[src/rtl/uart_pkg.sv]
// rtl/uart_pkg.sv - shared types and constants for the UART receive deframer
//   deframer_state_t : frame parser states
//   err_code_t       : error codes reported alongside frame_err
//   SOF_BYTE_DEFAULT : default start-of-frame marker
package uart_pkg;

    typedef enum logic [2:0] {
        S_SOF     = 3'd0,
        S_LEN     = 3'd1,
        S_PAYLOAD = 3'd2,
        S_CHK     = 3'd3,
        S_DRAIN   = 3'd4
    } deframer_state_t;

    typedef enum logic [1:0] {
        ERR_LEN     = 2'b00,
        ERR_CHK     = 2'b01,
        ERR_TIMEOUT = 2'b10,
        ERR_OVERRUN = 2'b11
    } err_code_t;

    localparam logic [7:0] SOF_BYTE_DEFAULT = 8'hA5;

endpackage

[src/rtl/uart_rx_deframer.sv]
// rtl/uart_rx_deframer.sv - extracts [SOF|LEN|PAYLOAD|CHK] frames from a UART byte stream
//   clk, reset_n        : clock, synchronous active-low reset
//   in_vld, in_data     : byte strobe and byte from the UART receiver (no backpressure)
//   out_vld, out_rdy    : payload stream handshake toward the command layer
//   out_data, out_last  : payload byte and end-of-frame marker
//   frame_ok            : one-cycle pulse when a frame passes its checksum
//   frame_err, err_code : one-cycle error pulse with its LEN/CHK/TIMEOUT/OVERRUN code
module uart_rx_deframer
    import uart_pkg::*;
#(
    parameter int                   DATA_BITS    = 8,
    parameter int                   MAX_LEN      = 16,
    parameter logic [DATA_BITS-1:0] SOF_BYTE     = DATA_BITS'(SOF_BYTE_DEFAULT),
    parameter int                   TIMEOUT_CLKS = 20000
) (
    input  logic                 clk,
    input  logic                 reset_n,
    input  logic                 in_vld,
    input  logic [DATA_BITS-1:0] in_data,
    output logic                 out_vld,
    input  logic                 out_rdy,
    output logic [DATA_BITS-1:0] out_data,
    output logic                 out_last,
    output logic                 frame_ok,
    output logic                 frame_err,
    output logic [1:0]           err_code
);

    localparam int PTR_W = (MAX_LEN > 1) ? $clog2(MAX_LEN) : 1;
    localparam int TO_W  = $clog2(TIMEOUT_CLKS + 1);
    localparam logic [DATA_BITS-1:0] MAX_LEN_B   = DATA_BITS'(MAX_LEN);
    localparam logic [TO_W-1:0]      IDLE_EXPIRY = TO_W'(TIMEOUT_CLKS - 1);

    deframer_state_t state, state_d;

    logic [DATA_BITS-1:0] payload_buf [MAX_LEN];
    logic [PTR_W-1:0]     wr_ptr;
    logic [PTR_W-1:0]     rd_ptr;
    // LEN-1 is kept rather than LEN so it fits the pointer width even when LEN == MAX_LEN.
    logic [PTR_W-1:0]     last_idx;
    logic [DATA_BITS-1:0] sum;
    logic [TO_W-1:0]      idle_cnt;

    logic                 frame_ok_d;
    logic                 frame_err_d;
    logic [1:0]           err_code_d;
    logic                 load_len;
    logic                 wr_en;
    logic                 rd_adv;
    logic                 timed;
    logic [DATA_BITS-1:0] chk_sum;

    always_comb begin
        state_d     = state;
        frame_ok_d  = 1'b0;
        frame_err_d = 1'b0;
        err_code_d  = err_code;
        load_len    = 1'b0;
        wr_en       = 1'b0;
        rd_adv      = 1'b0;
        timed       = 1'b0;
        chk_sum     = sum + in_data;

        case (state)
            S_SOF: begin
                if (in_vld && in_data == SOF_BYTE) begin
                    state_d = S_LEN;
                end
            end
            S_LEN: begin
                timed = 1'b1;
                if (in_vld) begin
                    if (in_data == '0 || in_data > MAX_LEN_B) begin
                        frame_err_d = 1'b1;
                        err_code_d  = ERR_LEN;
                        state_d     = S_SOF;
                    end else begin
                        load_len = 1'b1;
                        state_d  = S_PAYLOAD;
                    end
                end
            end
            S_PAYLOAD: begin
                timed = 1'b1;
                if (in_vld) begin
                    wr_en = 1'b1;
                    if (wr_ptr == last_idx) begin
                        state_d = S_CHK;
                    end
                end
            end
            S_CHK: begin
                timed = 1'b1;
                if (in_vld) begin
                    if (chk_sum == '0) begin
                        frame_ok_d = 1'b1;
                        state_d    = S_DRAIN;
                    end else begin
                        frame_err_d = 1'b1;
                        err_code_d  = ERR_CHK;
                        state_d     = S_SOF;
                    end
                end
            end
            S_DRAIN: begin
                if (out_rdy) begin
                    rd_adv = 1'b1;
                    if (rd_ptr == last_idx) begin
                        state_d = S_SOF;
                    end
                end
                // The UART cannot be stalled, so a byte here is lost; the drain itself carries on.
                if (in_vld) begin
                    frame_err_d = 1'b1;
                    err_code_d  = ERR_OVERRUN;
                end
            end
            default: begin
                state_d = S_SOF;
            end
        endcase

        // A byte arriving on the expiry cycle takes precedence over the timeout.
        if (timed && !in_vld && idle_cnt == IDLE_EXPIRY) begin
            frame_err_d = 1'b1;
            err_code_d  = ERR_TIMEOUT;
            state_d     = S_SOF;
        end
    end

    always_ff @(posedge clk) begin
        if (!reset_n) begin
            state     <= S_SOF;
            wr_ptr    <= '0;
            rd_ptr    <= '0;
            last_idx  <= '0;
            sum       <= '0;
            idle_cnt  <= '0;
            frame_ok  <= 1'b0;
            frame_err <= 1'b0;
            err_code  <= 2'b00;
        end else begin
            state     <= state_d;
            frame_ok  <= frame_ok_d;
            frame_err <= frame_err_d;
            err_code  <= err_code_d;

            if (load_len) begin
                last_idx <= PTR_W'(in_data - 1'b1);
                sum      <= in_data;
                wr_ptr   <= '0;
            end else if (wr_en) begin
                sum    <= sum + in_data;
                wr_ptr <= wr_ptr + 1'b1;
            end

            if (frame_ok_d) begin
                rd_ptr <= '0;
            end else if (rd_adv) begin
                rd_ptr <= rd_ptr + 1'b1;
            end

            if (!timed || in_vld || state_d != state) begin
                idle_cnt <= '0;
            end else begin
                idle_cnt <= idle_cnt + 1'b1;
            end
        end
    end

    // Payload storage needs no reset: it is only read after being fully rewritten.
    always_ff @(posedge clk) begin
        if (wr_en) begin
            payload_buf[wr_ptr] <= in_data;
        end
    end

    assign out_vld  = (state == S_DRAIN);
    assign out_last = (state == S_DRAIN) && (rd_ptr == last_idx);
    assign out_data = (state == S_DRAIN) ? payload_buf[rd_ptr] : '0;

endmodule

[config.mk]
export PLATFORM = sky130hd
export DESIGN_NAME = uart_rx_deframer
export DESIGN_NICKNAME = d
export VERILOG_FILES = /design/src/rtl/uart_pkg.sv /design/src/rtl/uart_rx_deframer.sv
export SDC_FILE = /design/constraint.sdc
export NUM_CORES = 1
export LEC_CHECK = 0
export ABC_AREA = 1
export BUFFER_PORTS_ARGS = -buffer_cell sky130_fd_sc_hd__buf_2
export CAP_MARGIN = 10
export CORE_ASPECT_RATIO = 0.6
export CORE_MARGIN = 5
export CORE_UTILIZATION = 56
export DETAILED_ROUTE_END_ITERATION = 8
export GPL_TIMING_DRIVEN = 0
export PLACE_DENSITY = 0.76
export SETUP_SLACK_MARGIN = 0.4
export SYNTH_ARGS = -nofsm -noshare
export SYNTH_HDL_FRONTEND = slang
export SYNTH_SLANG_ARGS = --single-unit
export TNS_END_PERCENT = 5
[constraint.sdc]
create_clock -name clk -period 2.4 [get_ports clk]
set_clock_uncertainty 0.2 [all_clocks]
set_input_delay 0.72 -clock clk [delete_from_list [all_inputs] [get_ports clk]]
set_output_delay 0.72 -clock clk [all_outputs]
set_load 0.05 [all_outputs]
==> results_dict.tcl, run 1 <==
set metrics [dict create \
    synthCells 731 \
    p_seq_share_pct 53.0 \
    wire_per_inst_um 21.8 \
    drt-initial-drc-count 650 \
    hpwl_mm 13.4 \
    synthTopCellsByCount "edfxtp_1 (128), nor2_1 (118), nand2_1 (96)" \
    cts_buffers 17 \
    p_int_mw 4.80 \
    drc 0 \
    port_buffers 25 \
    clk_pin_slew_ns 0.07 \
    die_area_um2 16100 \
    hold_start "idle_cnt[0]$_SDFF_PP0_" \
    die_x_um 160 \
    slew_viol_final 0 \
    path_buf_inv 5 \
    drt_wl_total_mm 21.4 \
    vdd_drop_max_mv 0.490 \
    arrival_ns 2.05 \
    worstSetupStartpointType "register" \
    crit_path_max_fanout 6 \
    grt_max_degree 22 \
    violations "setup timing" \
    clkSinkCount 174 \
    yosysSeqAreaShare_pct 62.6 \
    gp_congestion 0.902 \
    p_comb_share_pct 2.5 \
    required_ns 1.48 \
    syn_avg_cell_area_um2 10.4 \
    rsz0062_at_grt "true" \
    yosysWarnings 0 \
    max_stage_delay_ns 0.37 \
    end_kind "output port" \
    seq_area_um2 4780 \
    async_reset_ff_share_pct 0 \
    vias_per_cell 6.15 \
    power.switching_mw 1.27 \
    ys_seq_elements 174 \
    status "finished, violations left" \
    critical_path_class "register to output port" \
    place_area_um2 8160 \
    max_freq_mhz 337 \
    grt_usage_pct 26.5 \
    clockBufferDepth 2 \
    hold_class "register to register" \
    diodes 0 \
    setup_viol 9 \
    period_needed_ns 2.97 \
    vias 6043 \
    synth_top_area_share_pct 50.5 \
    synth_area_leaders "edfxtp_1 (51%), dfxtp_1 (12%), nor2_1 (5.8%)" \
    report.final.hold_viol_count 0 \
    cts_tree "yes" \
    final_layout_size_suffix_gt1_share_pct 30.1 \
    maxSlewHeadroom_pct 59.8 \
    nFillCells 826 \
    synth-edff-count 128 \
    antenna_found_initial 0 \
    fin_area_um2 9850 \
    ctsHoldBuffers 0 \
    final_antenna_net_count 0 \
    area_delta_synth_final_pct 29.5 \
    io_pins 26 \
    min_to "idle_cnt[0]$_SDFF_PP0_" \
    cts_max_level 4 \
    r2r_slack_ns 0.09 \
    coreArea_um2 13500 \
    drtPass1Iterations 5 \
    fin_crit_sh_pct 124 \
    layout.nets 823 \
    synth_top_flop_cell "edfxtp_1" \
    die_y_um 100 \
    swShare_pct 20.9 \
    clkLatencyLatePin_ns 0.43 \
    synth_fp_nets 759 \
    regToRegStartpoint "sum[0]$_SDFFE_PN0P_" \
    multi_input_area_um2 3190 \
    synth_largest_area_cell "edfxtp_1" \
    setup_slack_ns -0.569 \
    p_per_area_nw_per_um2 617 \
    root_buffer "clkbuf_16" \
    grt_pass1_vias 5754 \
    power.total_mw 6.07 \
    worstMarginPinSlew_ns 0.603 \
    cp_cell_sequence "buf_12 > inv_12 > buf_8 > clkbuf_16 > nor2_2 > o221ai_2 > nand3_2 > a21oi_4 > buf_6" \
    path_delay_family "buffers and inverters" \
    syn_area_um2 7610 \
    min_delay_path_depth 1 \
    max_cap_viol_count 0 \
    start_util_pct 56.4 \
    holdWs_ns 0.238 \
    yosysUniqueCellTypes 32 \
    crit_path_top_delay_cell "dfxtp_4" \
    clock_power_share_pct 44.5 \
    rr_worst_depth 12 \
    p_leak_nw 3.37 \
    grt_pass1_wl_mm 32.1 \
    grt.overflow.total 0 \
    rows 33 \
    synthMostInstantiatedCell "edfxtp_1" \
]
sequential cells by signal, indices dropped and copies added (netlist names), named ones only:
signal,cells
payload_buf,128
frame_ok,1
wr_ptr,4
idle_cnt,15
err_code,2
last_idx,4
sum,8
rd_ptr,4
frame_err,1
state,3
cell families after synthesis:
logic type	synth area share [%]
and+or+nand+nor	16.1
DFF	62.6
AOI/OAI and AO/OA	11.3
adders and majority gates	2.73
xor gates and xnor gates	3.11
buffers and inverters	4.16
worst max-delay path by stage:
stage | start | end | cells after the start
after detailed placement | in_vld | payload_buf[5][5]$_DFFE_PP_ | 6
after global placement | in_data[1] | register | 12
after CTS | register | out_data[1] | 7
final | register | out_data[4] | 9
after floorplan | in_data[0] | register | 12
after global routing | register | out_data[4] | 9
power groups by stage:
stage / combinational [mW] / clock (mW) / sequential (mW)
floorplan: 0.0456 / 0 / 3.29
global placement: 0.111 / 0 / 3.29
detailed placement: 0.117 / 0 / 3.29
CTS: 0.119 / 2.70 / 3.22
global route: 0.163 / 2.84 / 3.22
finish: 0.152 / 2.71 / 3.22
cells in the final DEF, fill, tap and decap left out, types with 6 or more instances in the layout:
master     Yosys  final
a21oi_1       27     15
a21oi_4        0      8
buf_2          1      8
buf_4          0     14
buf_6          1     11
clkbuf_16      0     25
clkbuf_4       0      8
clkbuf_8       0      8
dfxtp_1       46     40
edfxtp_1     128    128
ha_1          15     10
inv_1         51     44
inv_2          4      6
nand2_1       96     84
nand2_2        0     10
nand3_1       40     27
nand3_2        1     13
nor2_1       118     80
nor2_2        12     31
nor2_4         1     20
nor3_1         6      6
o211ai_1       9      9
o21ai_0       71     50
o21ai_1        0     12
o21ai_2        0      8
o221ai_1      25      7
o221ai_2       0     15
o22ai_1        8      6
xnor2_1       12     12
xor2_1        15     15
timing repair:
| action | in CTS | in global routing |
|---|---|---|
| setup endpoints to repair | 183 | 183 |
| gates cloned | 5 | 2 |
| resized for setup | 145 | 109 |
| pin swaps | 35 | 50 |
| buffers inserted | 7 | 6 |
final cells by class:
cell class,count,share of cell area [%]
clock inverter,13,1.43
clock buffer,19,4.39
multi-input combinational,475,32.4
inverter,56,2.41
sequential,174,48.5
timing repair buffer,44,4.70
timing repair inverter,1,0.114
buffer,26,3.86
tap,175,2.22
through the flow:
step	TNS, ns	setup WS, ns	util, %	cells
after CTS	-6.26	-0.505	69.6	975
after detailed placement	-104.63	-0.778	60.5	931
final	-4.50	-0.569	73.0	983
after floorplan	-0.186	-0.0271	-	731
after global placement	-92.73	-0.724	60.5	931
after global routing	-5.00	-0.598	73.0	983
worst reg2reg max path: stages, from the launching register on:
cell,delay (ns)
dfxtp_2,0.36
ha_4,0.16
inv_2,0.04
fa_2,0.57
inv_2,0.03
nor2_1,0.07
nand3_1,0.08
nor2_1,0.11
nand3_1,0.12
nor2_2,0.11
nand3_2,0.15
nand2_4,0.15
nor2_2,0.05
metal layers:
metal	share of wire, %	wire length [µm]	up-vias	track usage [%]
met2	45	9580	390	40.0
li1	-	-	2701	-
met5	0	0	-	0
met3	12	2490	53	7.80
met4	2.1	451	0	8.26
met1	41	8870	2899	37.5
Power figures use the tool's default switching activity.
==> inputs of run 2 (changes only) <==
Settings changed: CORE_UTILIZATION 56 to 42, PLACE_DENSITY 0.76 to not set.
==> run 2 against run 1 <==
Effect of this change: routed wire length increased by 0.65%; largest power group unchanged; combinational power decreased by 18%; utilization decreased by 19 points; critical path depth decreased by 1; sequential share of layout area increased by 0.75 points; die area increased by 30%; largest cell class unchanged; fmax decreased by 0.18%; cell count increased by 5.7%; critical endpoint is now out_data[5]; via count decreased by 4.3%; the run still ends with setup timing left; setup slack got worse by 0.0053 ns.
==> results_dict.tcl, run 2 (synthesis gave the netlist of run 1 again) <==
set metrics [dict create \
    status "finished, violations left" \
    violations "setup timing" \
    clk_pin_slew_ns 0.07 \
    gp_congestion 0.841 \
    largest_reg_flops 128 \
    wire_per_inst_um 20.7 \
    arrival_ns 2.05 \
    post-place-ws_ns -0.861 \
    hpwl_mm 14.3 \
    multi_input_area_um2 3080 \
    setup_viol 32 \
    rsz0062_at_grt "true" \
    rows 38 \
    critical_path.endpoint "out_data[5]" \
    drt_wl_total_mm 21.5 \
    grt_pass1_wl_mm 33.0 \
    clkSinkCount 174 \
    dp_cells 996 \
    cts_tree "yes" \
    p_per_area_nw_per_um2 618 \
    layout_common_cells "edfxtp_1 (128), nor2_1 (91), nand2_1 (90)" \
    reg_top3 "payload_buf: 128 flops, idle_cnt: 15 flops, sum: 8 flops" \
    layout_commonest_cell "edfxtp_1" \
    required_ns 1.48 \
    diodes 0 \
    cp.depth 8 \
    coreArea_um2 17900 \
    clkLatencyLatePin_ns 0.43 \
    root_buffer "clkbuf_16" \
    vias 5784 \
    r2r_slack_ns 0.01 \
    final_layout_size_suffix_gt1_share_pct 25.8 \
    crit_path_top_delay_cell "dfxtp_4" \
    drt-initial-drc-count 726 \
    io_pins 26 \
    grt.overflow.total 0 \
    worstMarginPinSlew_ns 0.585 \
    regToRegStartpoint "sum[0]$_SDFFE_PN0P_" \
    period_needed_ns 2.97 \
    finalNonFillerCells 1039 \
    grt_max_degree 22 \
    max_freq_mhz 336 \
    slew_viol_final 0 \
    die_x_um 184 \
    antenna_found_initial 0 \
    nFillCells 1476 \
    final_antenna_net_count 0 \
    path_buf_inv 4 \
    fin_crit_sh_pct 124 \
    max_stage_delay_ns 0.37 \
    setup_slack_ns -0.575 \
    rr_worst_depth 12 \
    grt_usage_pct 21.1 \
    area_delta_synth_final_pct 27.5 \
    maxSlewHeadroom_pct 60.9 \
    die_y_um 114 \
    seq_area_um2 4780 \
    power.total_mw 5.99 \
    regMostFlops "payload_buf" \
    layout.nets 814 \
    path_delay_family "compound AO/OA/AOI/OAI gates" \
    p_leak_nw 3.34 \
    start_util_pct 42.4 \
    critical_path_class "register to output port" \
    crit_path_max_fanout 7 \
    max_cap_viol_count 0 \
    port_buffers 25 \
    report.final.hold_viol_count 0 \
    die_area_um2 21000 \
    hold_class "register to register" \
    final_util_pct 54.1 \
    grt_pass1_vias 5616 \
    cts_max_level 4 \
    clockBufferDepth 2 \
    cp_cell_sequence "buf_16 > inv_16 > clkbuf_16 > nor2_4 > o221ai_2 > o211ai_1 > a21oi_4 > buf_6" \
    worstSetupStartpointType "register" \
    vias_per_cell 5.57 \
    drc 0 \
    drtPass1Iterations 5 \
    end_kind "output port" \
    vdd_drop_max_mv 0.442 \
    cts_buffers 17 \
]
## run 2: cell types whose count changed in the layout (fill, tap and decap cells not counted), moves of 5 or more
cell | before | now
buf_4 | 14 | 6
nand2_2 | 10 | 3
nand3_1 | 27 | 32
nand2_1 | 84 | 90
nor2_2 | 31 | 24
nor2_1 | 80 | 91
## run 2: cell type report
class	count	share of cell area, %
Tap cell	240	3.10
Clock inverter	13	1.26
Timing Repair inverter	1	0.116
Clock buffer	19	4.46
Sequential cell	174	49.2
Inverter	56	2.42
Multi-Input combinational cell	475	31.8
Timing Repair Buffer	35	3.62
Buffer	26	4.02
## run 2: power breakdown
| part | switching (mW) | total [mW] | leakage, nW | internal, mW |
|---|---|---|---|---|
| Combinational | 0.0976 | 0.125 | 1.56 | 0.0270 |
| Sequential | 0.0000607 | 3.22 | 1.52 | 3.22 |
| Clock | 1.28 | 2.65 | 0.263 | 1.37 |
## run 2: timing repair
item	in CTS	in global routing
pin swaps	42	31
gates resized for setup	153	47
hold buffers	0	0
endpoints found under the setup margin	183	175
gates cloned	6	1
buffers inserted	4	0
## run 2: metal layers
metal  part of all wire, %  vias to the layer above  global-route usage [%]
met5                     0                        -                       0
met3                   8.9                       25                    6.19
met1                    49                     2866                    31.9
met2                    41                      201                    29.8
li1                      -                     2692                       -
met4                   1.2                        0                    5.07
## run 2: through the flow
step | TNS (ns) | hold slack, ns | cell area, µm²
6_report | -7.55 | 0.235 | 9700
5_1_grt | -13.09 | 0.270 | 9700
4_1_cts | -8.23 | 0.241 | 9540
3_5_place_dp | -120.80 | 0.231 | 8240
3_3_place_gp | -110.23 | 0.226 | 8240
2_1_floorplan | -0.186 | 0.212 | 7820
## run 2: worst min-delay path by stage
| stage | start | end | slack [ns] | depth (start not counted) |
|---|---|---|---|---|
| after CTS | idle_cnt[0]$_SDFF_PP0_ | idle_cnt[0]$_SDFF_PP0_ | 0.24 | 1 |
| after global placement | idle_cnt[0]$_SDFF_PP0_ | idle_cnt[0]$_SDFF_PP0_ | 0.23 | 1 |
| after floorplan | idle_cnt[0]$_SDFF_PP0_ | idle_cnt[0]$_SDFF_PP0_ | 0.21 | 1 |
| final | idle_cnt[0]$_SDFF_PP0_ | idle_cnt[0]$_SDFF_PP0_ | 0.24 | 1 |
| after detailed placement | idle_cnt[0]$_SDFF_PP0_ | idle_cnt[0]$_SDFF_PP0_ | 0.23 | 1 |
| after global routing | idle_cnt[0]$_SDFF_PP0_ | idle_cnt[0]$_SDFF_PP0_ | 0.27 | 1 |
